**config.mk**
```make
export PLATFORM = sky130hd
export DESIGN_NAME = rtc_counter_flat
export DESIGN_NICKNAME = d
export VERILOG_FILES = /design/src/rtl/rtc_pkg.sv /design/src/rtl/rtc_counter_if.sv /design/src/rtl/rtc_prescaler.sv /design/src/rtl/rtc_counter.sv /design/src/flat_wrapper.sv
export SDC_FILE = /design/constraint.sdc
export NUM_CORES = 1
export LEC_CHECK = 0
export ABC_AREA = 1
export CAP_MARGIN = 10
export CORE_MARGIN = 3
export CORE_UTILIZATION = 55
export CTS_CLUSTER_SIZE = 28
export DETAILED_ROUTE_END_ITERATION = 16
export GPL_ROUTABILITY_DRIVEN = 1
export PLACE_DENSITY = 0.87
export SLEW_MARGIN = 25
export SYNTH_ARGS = -nofsm -noshare
export SYNTH_HDL_FRONTEND = slang
export SYNTH_SLANG_ARGS = --single-unit
export TNS_END_PERCENT = 5
```
**constraint.sdc**
```tcl
create_clock -name clk_50m -period 1.8 [get_ports clk_50m]
set_input_delay 0.18 -clock clk_50m [delete_from_list [all_inputs] [get_ports clk_50m]]
set_output_delay 0.18 -clock clk_50m [all_outputs]
set_load 0.02 [all_outputs]
```
**src/rtl/rtc_pkg.sv**
```systemverilog
// Shared widths, limits, time record and rollover helpers for the RTC block.
package rtc_pkg;
  localparam int HOUR_W  = 5;
  localparam int MIN_W   = 6;
  localparam int SEC_W   = 6;
  localparam int SEC_MAX = 59;
  localparam int MIN_MAX = 59;

  typedef struct packed {
    logic [HOUR_W-1:0] hour;
    logic [MIN_W-1:0]  min;
    logic [SEC_W-1:0]  sec;
  } rtc_time_t;

  // Time one second later, with sec/min/hour cascade wrapping.
  function automatic rtc_time_t time_inc(input rtc_time_t t, input int hour_max);
    rtc_time_t n;
    n = t;
    if (t.sec == SEC_W'(SEC_MAX)) begin
      n.sec = '0;
      if (t.min == MIN_W'(MIN_MAX)) begin
        n.min = '0;
        if (int'(t.hour) >= hour_max - 1) n.hour = '0;
        else                              n.hour = t.hour + 1'b1;
      end else begin
        n.min = t.min + 1'b1;
      end
    end else begin
      n.sec = t.sec + 1'b1;
    end
    return n;
  endfunction

  // Out-of-range preset fields are replaced by zero, each field independently.
  function automatic rtc_time_t load_clip(input rtc_time_t raw, input int hour_max);
    rtc_time_t c;
    c.hour = (int'(raw.hour) >= hour_max) ? '0 : raw.hour;
    c.min  = (raw.min > MIN_W'(MIN_MAX))  ? '0 : raw.min;
    c.sec  = (raw.sec > SEC_W'(SEC_MAX))  ? '0 : raw.sec;
    return c;
  endfunction
endpackage

```
**src/rtl/rtc_counter_if.sv**
```systemverilog
// Control/preset/time bundle of the RTC; alarm signals exist only with RTC_ALARM_EN.
interface rtc_counter_if;
  import rtc_pkg::*;

  logic              run;
  logic              load;
  logic [HOUR_W-1:0] load_hour;
  logic [MIN_W-1:0]  load_min;
  logic [SEC_W-1:0]  load_sec;
  logic [HOUR_W-1:0] hour;
  logic [MIN_W-1:0]  min;
  logic [SEC_W-1:0]  sec;
  logic              pps;
  logic              min_tick;
  logic              hour_tick;
`ifdef RTC_ALARM_EN
  logic              alarm_en;
  logic [HOUR_W-1:0] alarm_hour;
  logic [MIN_W-1:0]  alarm_min;
  logic [SEC_W-1:0]  alarm_sec;
  logic              alarm;

  modport master (output run, load, load_hour, load_min, load_sec,
                  output alarm_en, alarm_hour, alarm_min, alarm_sec,
                  input  hour, min, sec, pps, min_tick, hour_tick, alarm);
  modport slave  (input  run, load, load_hour, load_min, load_sec,
                  input  alarm_en, alarm_hour, alarm_min, alarm_sec,
                  output hour, min, sec, pps, min_tick, hour_tick, alarm);
`else
  modport master (output run, load, load_hour, load_min, load_sec,
                  input  hour, min, sec, pps, min_tick, hour_tick);
  modport slave  (input  run, load, load_hour, load_min, load_sec,
                  output hour, min, sec, pps, min_tick, hour_tick);
`endif
endinterface

```
**src/rtl/rtc_prescaler.sv**
```systemverilog
// Seconds divider (0..CLK_DIV-1) producing a one-cycle tick, plus the pps stretcher.
module rtc_prescaler #(
  parameter int unsigned CLK_DIV   = 50_000_000,
  parameter int unsigned PPS_WIDTH = 1
) (
  input  logic clk_50m,
  input  logic reset,
  input  logic run,
  input  logic clear,
  output logic tick,
  output logic pps
);
  localparam int DIV_W     = $clog2(CLK_DIV);
  localparam int PPS_CNT_W = $clog2(PPS_WIDTH + 1);
  localparam logic [DIV_W-1:0]     DIV_LAST = DIV_W'(CLK_DIV - 1);
  localparam logic [PPS_CNT_W-1:0] PPS_LAST = PPS_CNT_W'(PPS_WIDTH - 1);

  logic [DIV_W-1:0]     div_cnt;
  logic [PPS_CNT_W-1:0] pps_cnt;

  assign tick = run && !clear && (div_cnt == DIV_LAST);

  always_ff @(posedge clk_50m or posedge reset) begin
    if (reset) begin
      div_cnt <= '0;
    end else if (clear) begin
      div_cnt <= '0;
    end else if (run) begin
      div_cnt <= (div_cnt == DIV_LAST) ? '0 : div_cnt + 1'b1;
    end
  end

  // pps_cnt holds the remaining high cycles after the current one; run does not gate it.
  always_ff @(posedge clk_50m or posedge reset) begin
    if (reset) begin
      pps     <= 1'b0;
      pps_cnt <= '0;
    end else if (tick) begin
      pps     <= 1'b1;
      pps_cnt <= PPS_LAST;
    end else if (pps_cnt != '0) begin
      pps_cnt <= pps_cnt - 1'b1;
    end else begin
      pps     <= 1'b0;
    end
  end
endmodule

```
**src/rtl/rtc_counter.sv**
```systemverilog
// Real-time clock hh:mm:ss with preset, pps and rollover pulses.
// Optional alarm compare is built when RTC_ALARM_EN is defined.
module rtc_counter
  import rtc_pkg::*;
#(
  parameter int unsigned CLK_DIV   = 50_000_000,
  parameter int unsigned PPS_WIDTH = 1,
  parameter int unsigned HOUR_MAX  = 24
) (
  input  logic          clk_50m,
  input  logic          reset,
  rtc_counter_if.slave  bus
);
  logic      tick;
  logic      pps;
  logic      min_tick;
  logic      hour_tick;
  rtc_time_t cur_time;
  rtc_time_t next_time;
  rtc_time_t load_time;

  rtc_prescaler #(
    .CLK_DIV   (CLK_DIV),
    .PPS_WIDTH (PPS_WIDTH)
  ) u_prescaler (
    .clk_50m (clk_50m),
    .reset   (reset),
    .run     (bus.run),
    .clear   (bus.load),
    .tick    (tick),
    .pps     (pps)
  );

  assign next_time = time_inc(cur_time, int'(HOUR_MAX));
  assign load_time = load_clip({bus.load_hour, bus.load_min, bus.load_sec}, int'(HOUR_MAX));

  // tick is already masked by load inside the prescaler, but load must win here too.
  always_ff @(posedge clk_50m or posedge reset) begin
    if (reset) begin
      cur_time  <= '0;
      min_tick  <= 1'b0;
      hour_tick <= 1'b0;
    end else if (bus.load) begin
      cur_time  <= load_time;
      min_tick  <= 1'b0;
      hour_tick <= 1'b0;
    end else if (tick) begin
      cur_time  <= next_time;
      min_tick  <= (cur_time.sec == SEC_W'(SEC_MAX));
      hour_tick <= (cur_time.sec == SEC_W'(SEC_MAX)) && (cur_time.min == MIN_W'(MIN_MAX));
    end else begin
      min_tick  <= 1'b0;
      hour_tick <= 1'b0;
    end
  end

  assign bus.hour      = cur_time.hour;
  assign bus.min       = cur_time.min;
  assign bus.sec       = cur_time.sec;
  assign bus.pps       = pps;
  assign bus.min_tick  = min_tick;
  assign bus.hour_tick = hour_tick;

`ifdef RTC_ALARM_EN
  logic alarm;

  // Matches only on the time reached by a tick, so a preset never fires the alarm.
  always_ff @(posedge clk_50m or posedge reset) begin
    if (reset) alarm <= 1'b0;
    else       alarm <= tick && bus.alarm_en &&
                        (next_time == {bus.alarm_hour, bus.alarm_min, bus.alarm_sec});
  end

  assign bus.alarm = alarm;
`endif
endmodule

```
**src/flat_wrapper.sv**
```systemverilog
// flat-port wrapper written by rule: the top's interface ports become plain ports
module rtc_counter_flat import rtc_pkg::*;
#(
  parameter int unsigned CLK_DIV   = 50_000_000,
  parameter int unsigned PPS_WIDTH = 1,
  parameter int unsigned HOUR_MAX  = 24
)
  (clk_50m, reset, bus_run, bus_load, bus_load_hour, bus_load_min, bus_load_sec, bus_hour, bus_min, bus_sec, bus_pps, bus_min_tick, bus_hour_tick);
  rtc_counter_if bus_i ();
  input  logic clk_50m;
  input  logic reset;
  input wire logic [$bits(bus_i.run)-1:0] bus_run;
  input wire logic [$bits(bus_i.load)-1:0] bus_load;
  input wire logic [$bits(bus_i.load_hour)-1:0] bus_load_hour;
  input wire logic [$bits(bus_i.load_min)-1:0] bus_load_min;
  input wire logic [$bits(bus_i.load_sec)-1:0] bus_load_sec;
  output wire logic [$bits(bus_i.hour)-1:0] bus_hour;
  output wire logic [$bits(bus_i.min)-1:0] bus_min;
  output wire logic [$bits(bus_i.sec)-1:0] bus_sec;
  output wire logic [$bits(bus_i.pps)-1:0] bus_pps;
  output wire logic [$bits(bus_i.min_tick)-1:0] bus_min_tick;
  output wire logic [$bits(bus_i.hour_tick)-1:0] bus_hour_tick;
  assign bus_i.run = bus_run;
  assign bus_i.load = bus_load;
  assign bus_i.load_hour = bus_load_hour;
  assign bus_i.load_min = bus_load_min;
  assign bus_i.load_sec = bus_load_sec;
  assign bus_hour = bus_i.hour;
  assign bus_min = bus_i.min;
  assign bus_sec = bus_i.sec;
  assign bus_pps = bus_i.pps;
  assign bus_min_tick = bus_i.min_tick;
  assign bus_hour_tick = bus_i.hour_tick;
  rtc_counter #(.CLK_DIV(CLK_DIV), .PPS_WIDTH(PPS_WIDTH), .HOUR_MAX(HOUR_MAX)) u_core (.clk_50m(clk_50m), .reset(reset), .bus(bus_i));
endmodule
```
== Yosys cells after proc, flatten, opt, wreduce, memory -nomap -nowiden ==
Cells that the tools add are included.
W data, S select, Z words.

* Add/sub/neg operators: 5
* Magnitude comparators: 4
* Equal/unequal tests: 4
* Mux-type cells: 21
* Reduce and logical (&&, ||, !) cells: 10

{| class="wikitable"
|+ Operators with widths
! operator !! count
|-
| $mux W26 || 3
|-
| $mux W17 || 2
|-
| $add A26 B1 Y26 const B || 1
|-
| $eq A26 B26 Y1 const B || 1
|-
| $mux W6 || 4
|-
| $mux W5 || 3
|-
| $add A6 B1 Y6 const B || 2
|-
| $eq A6 B6 Y1 const B || 2
|-
| $gt A6 B6 Y1 const B || 2
|-
| $mux W11 || 1
|-
| $ge A5 B5 Y1 const B || 2
|-
| $mux W1 || 8
|-
| $reduce_bool A2 Y1 || 4
|-
| $add A5 B1 Y5 const B || 1
|-
| $logic_and A1 B1 Y1 || 3
|-
| $reduce_and A3 Y1 || 1
|-
| $ne A2 B1 Y1 const B || 1
|-
| $reduce_and A2 Y1 || 1
|-
| $logic_not A1 Y1 || 1
|-
| $sub A1 B1 Y1 const B || 1
|}

* Flip-flop bits (word level): 47
* Input port bits: 21
* Output and inout bits: 20
* Logic and storage cells: 52

== Depth between registers and ports, before layout ==
* Depth in word-level cells: 6
* Depth in mapped cells: 10
* Mapped depth without buffers: 10

== By module ==
From an unflattened synthesis, not the netlist that was laid out.

* Cell total of the unflattened synthesis: 433
* Area total of the unflattened synthesis: 2987.9 µm²

{| class="wikitable"
|+ Modules (own cells, without submodules)
! module !! instances !! cells an instance !! area each (µm²) !! seq. area each (µm²)
|-
| rtc_prescaler || 1 || 247 || 1700.4 || 675.6
|-
| rtc_counter || 1 || 186 || 1287.5 || 475.5
|}

== Worst setup path after synthesis ==
OpenSTA, ideal clock, no wires.

* Path type: register to register
* Start point: reg u_core.cur_time, in the netlist u_core.bus.min[0]
* End point: reg u_core.cur_time, in the netlist u_core.bus.hour[2]
* Setup time: 0.118 ns
* Arrival: 1.491 ns
* Required time: 1.682 ns
* Path slack: 0.191 ns
* Cell stages (with the launch flop): 9
* Buffers on the path: 0
* Period minus slack after synthesis: 1.609 ns
* Cells stage by stage: dfrtp_1 -> ha_1 -> nand2_1 -> nor3_1 -> inv_1 -> o21ai_2 -> nand2_1 -> nand2_1 -> nand2_1

* Cells in the longest elaborated chain, start to end: 3

{| class="wikitable"
|+ RTL lines
! element !! line !! source
|-
| start, declared || rtc_counter.sv:18 || <nowiki>rtc_time_t cur_time;</nowiki>
|-
| start signal, assigned || rtc_counter.sv:44 || <nowiki>cur_time <= load_time;</nowiki>
|-
| start signal, assigned || rtc_counter.sv:48 || <nowiki>cur_time <= next_time;</nowiki>
|-
| $eq A6 B6 Y1 || rtc_pkg.sv:21 || <nowiki>if (t.min == MIN_W'(MIN_MAX)) begin</nowiki>
|-
| $reduce_bool A2 Y1 (no line) || -- ||
|-
| $reduce_and A3 Y1 (no line) || -- ||
|}

No other way between the ends.
A chain may end at the register's enable or synchronous reset.

== Final worst setup path ==
* Start point: reg u_core.u_prescaler.div_cnt[1]
* End point: reg u_core.cur_time, in the netlist u_core.bus.hour[3]

* Cells in the longest elaborated chain, start to end: 4

{| class="wikitable"
|+ RTL lines
! element !! line !! source
|-
| start, declared || rtc_prescaler.sv:18 || <nowiki>logic [DIV_W-1:0] div_cnt;</nowiki>
|-
| start signal, assigned || rtc_prescaler.sv:29 || <nowiki>div_cnt <= (div_cnt == DIV_LAST) ? '0 : div_cnt + 1'b1;</nowiki>
|-
| $eq A26 B26 Y1 || rtc_prescaler.sv:21 || <nowiki>assign tick = run && !clear && (div_cnt == DIV_LAST);</nowiki>
|-
| $logic_and A1 B1 Y1 || rtc_prescaler.sv:21 ||
|-
| $reduce_bool A2 Y1 (no line) || -- ||
|-
| $reduce_and A3 Y1 (no line) || -- ||
|}

No other way between the ends.

==> run summary <==
Post-synthesis sequential area ratio = 39.3%
Final setup violating endpoints = 0
DIE AREA = 6240 um^2
Area Growth Syn to Fin = 23.2%
Worst EP arrival = 1.87 ns
Synth Area per Inst = 7.03 um^2
Minimum clock period = 1.67 ns
Cells after Synth = 417
Yosys reg bits = 46
Worst IR Drop VDD = 478 uV
WHS = 0.232 ns
Vias = 2968
Clock slew at reported path FFs = 0.08 ns
Measured slew at the worst slew-check pin = 0.383 ns
Number of DRC markers in iteration 0 = 243
Warnings from Yosys = 0
First-pass GRT wire length = 12800 um
Share of cells above drive strength 1 = 8.70%
Final period util = 92.9%
Cell Rows = 25
Final WL = 7440 um
Leakage dissipation = 1.65 nW
Final TNS setup = 0 ns
CTS H-tree depth = 2
WS Path Type = flip-flop to flip-flop
Max Cap Viol = 0
Crit path max fanout = 23
Slew margin rel. = 74.4%
RSZ-0062 raised after global routing = false
Power Total = 2.43 mW
Pwr dens = 674 nW/um^2
FMAX = 598 MHz
Endpoint type of the worst setup path = flip-flop
Final slew viol count = 0
Initial Util = 59.3%
Per-cell routed wire length = 13.8 um
Final ANT Viol Nets = 0
Vias per cell = 5.52
I/O pin count = 41
Clock Skew = 0.00511 ns
Reg2reg path depth = 10
Synth unique cells = 29
TritonCTS clock tree = yes
Final hold vios = 0
Clk root buf = clkbuf_8
Pin count of the biggest net entering global routing = 47
Total CTS buffers = 5
Diode count = 0
Final core occ = 73.1%
I/O Buffers = 40
CP startpoint kind = flip-flop
DRC viols = 0
DIE WIDTH = 79.0 um
Final net count = 495
FILL cells = 398
Syn Nets = 442
Dpl hpwl = 5640 um
DIE HEIGHT = 79.0 um
Post-Synthesis Cell Area = 2930 um^2
Initial antenna violation count = 0
Status = complete, no violations
RePlAce Congestion = 0.931
Critical Path RT = 2.00 ns
Clock Sinks = 46
CTS max path bufs = 2
Global router's overall resource usage = 25.5%
Vias in the first global route = 2715
Drt pass-1 iters = 5
Clock latency on the worst-skew pair = 0.30 ns
Core area = 4940 um^2
HP Class = input pin to asynchronous set/reset pin
Grt ovf = 0
[layout by cell type, fill, tap and decap left out, drive strengths merged]
cell type	netlist	final
ha	4	4
nand2	135	135
o21bai	2	2
xor2	15	15
nand4	6	6
a21oi	7	7
clkdlybuf4s50	0	40
a31oi	1	1
clkinv	0	1
nand3	65	65
dfrtp	46	46
buf	5	14
o21ai	28	28
o31ai	1	1
o41ai	1	1
nor3	5	5
o22ai	4	4
nor2	42	42
clkbuf	3	7
xnor2	4	4
inv	43	43
[flip-flops by register name (all words and copies together) (netlist names)]
register,count
u_core.bus.min_tick,1
u_core.bus.min,6
u_core.bus.hour_tick,1
u_core.u_prescaler.pps,1
u_core.bus.sec,6
u_core.u_prescaler.div_cnt,26
u_core.bus.hour,5
[critical path, cell delays in order, from the launching register on]
cell and delay (ns):
dfrtp_1 0.41, ha_2 0.22, nand2_1 0.08, inv_2 0.09, nand2_2 0.07, nor2_4 0.13
nand3_4 0.14, nand2_8 0.18, nand2_2 0.12, nand2_1 0.09, nand2_1 0.05
[cell type report]
| type | instances | area, um^2 | share of cell area [%] |
|---|---|---|---|
| Clock inverter | 1 | 5.00 | 0.139 |
| Sequential cell | 46 | 1150 | 31.9 |
| Multi-Input combinational cell | 320 | 1590 | 44.1 |
| Inverter | 43 | 161 | 4.47 |
| Tap cell | 67 | 83.8 | 2.32 |
| Clock buffer | 7 | 86.3 | 2.39 |
| Timing Repair Buffer | 54 | 531 | 14.7 |
[metrics by stage]
step | instances | area, um^2 | setup WS [ns]
3_3_place_gp | 529 | 3490 | 0.154
2_1_floorplan | 417 | 2930 | 0.191
4_1_cts | 537 | 3590 | 0.0282
5_1_grt | 538 | 3610 | 0.00411
6_report | 538 | 3610 | 0.129
3_5_place_dp | 529 | 3490 | 0.0204
[power breakdown]
group / internal, mW / switching, mW / total [mW]
logic: 0.274 / 0.318 / 0.592
clock network: 0.310 / 0.340 / 0.650
registers: 1.10 / 0.0933 / 1.19
[path summary, 6_finish.rpt]
check / startpoint / end / slack, ns
setup / recovery: u_core.u_prescaler.div_cnt[1]$_DFFE_PP0P_ / u_core.bus.hour[3]$_DFFE_PP0P_ / 0.13
hold / removal: reset / u_core.bus.hour[4]$_DFFE_PP0P_ / 0.23
setup reg to reg: u_core.u_prescaler.div_cnt[1]$_DFFE_PP0P_ / u_core.bus.hour[3]$_DFFE_PP0P_ / 0.13
hold reg to reg: u_core.bus.min[1]$_DFFE_PP0P_ / u_core.bus.min[1]$_DFFE_PP0P_ / 0.54
max in group asynchronous: reset / u_core.bus.sec[3]$_DFFE_PP0P_ / 1.36
min in group clk_50m: u_core.bus.min[1]$_DFFE_PP0P_ / u_core.bus.min[1]$_DFFE_PP0P_ / 0.54
[logic make-up (layout without fill, tap and decap cells)]
| group | count (synthesis) | count (layout) | synth area share (%) |
|---|---|---|---|
| compound gates | 44 | 44 | 8.24 |
| xor+xnor | 19 | 19 | 5.68 |
| fa+ha+maj | 4 | 4 | 1.71 |
| buf+inv | 51 | 105 | 7.26 |
| flops | 46 | 46 | 39.3 |
| simple gates | 253 | 253 | 37.9 |
[Yosys cell counts, drive strengths merged]
| cell | number | area (um^2) |
|---|---|---|
| xor2 | 15 | 131 |
| buf | 5 | 40.0 |
| a31oi | 1 | 6.26 |
| nand2 | 135 | 524 |
| dfrtp | 46 | 1150 |
| o31ai | 1 | 7.51 |
| nor3 | 5 | 25.0 |
| nand3 | 65 | 338 |
| o22ai | 4 | 25.0 |
| inv | 43 | 161 |
| nor2 | 42 | 185 |
| clkbuf | 3 | 11.3 |
| ha | 4 | 50.1 |
| o41ai | 1 | 8.76 |
| xnor2 | 4 | 35.0 |
| nand4 | 6 | 37.5 |
| a21oi | 7 | 35.0 |
| o21bai | 2 | 15.0 |
| o21ai | 28 | 144 |
[what timing repair did]
| action | CTS | global route |
|---|---|---|
| pin swaps | 0 | 2 |
| resized for setup | 1 | 6 |
| buffers inserted | 0 | 1 |
| hold buffers | 0 | 0 |
| hold endpoints to repair | 0 | 0 |
| endpoints found under the setup margin | 5 | 21 |
[metal layers]
metal	part of all wire, %	GRT usage [%]	vias up
li1	-	-	1466
met1	44	35.0	1381
met2	48	41.2	111
met3	6.8	5.10	10
met4	1.1	6.70	0
met5	0	0	-
No activity file was read; power rests on OpenSTA's default activity.
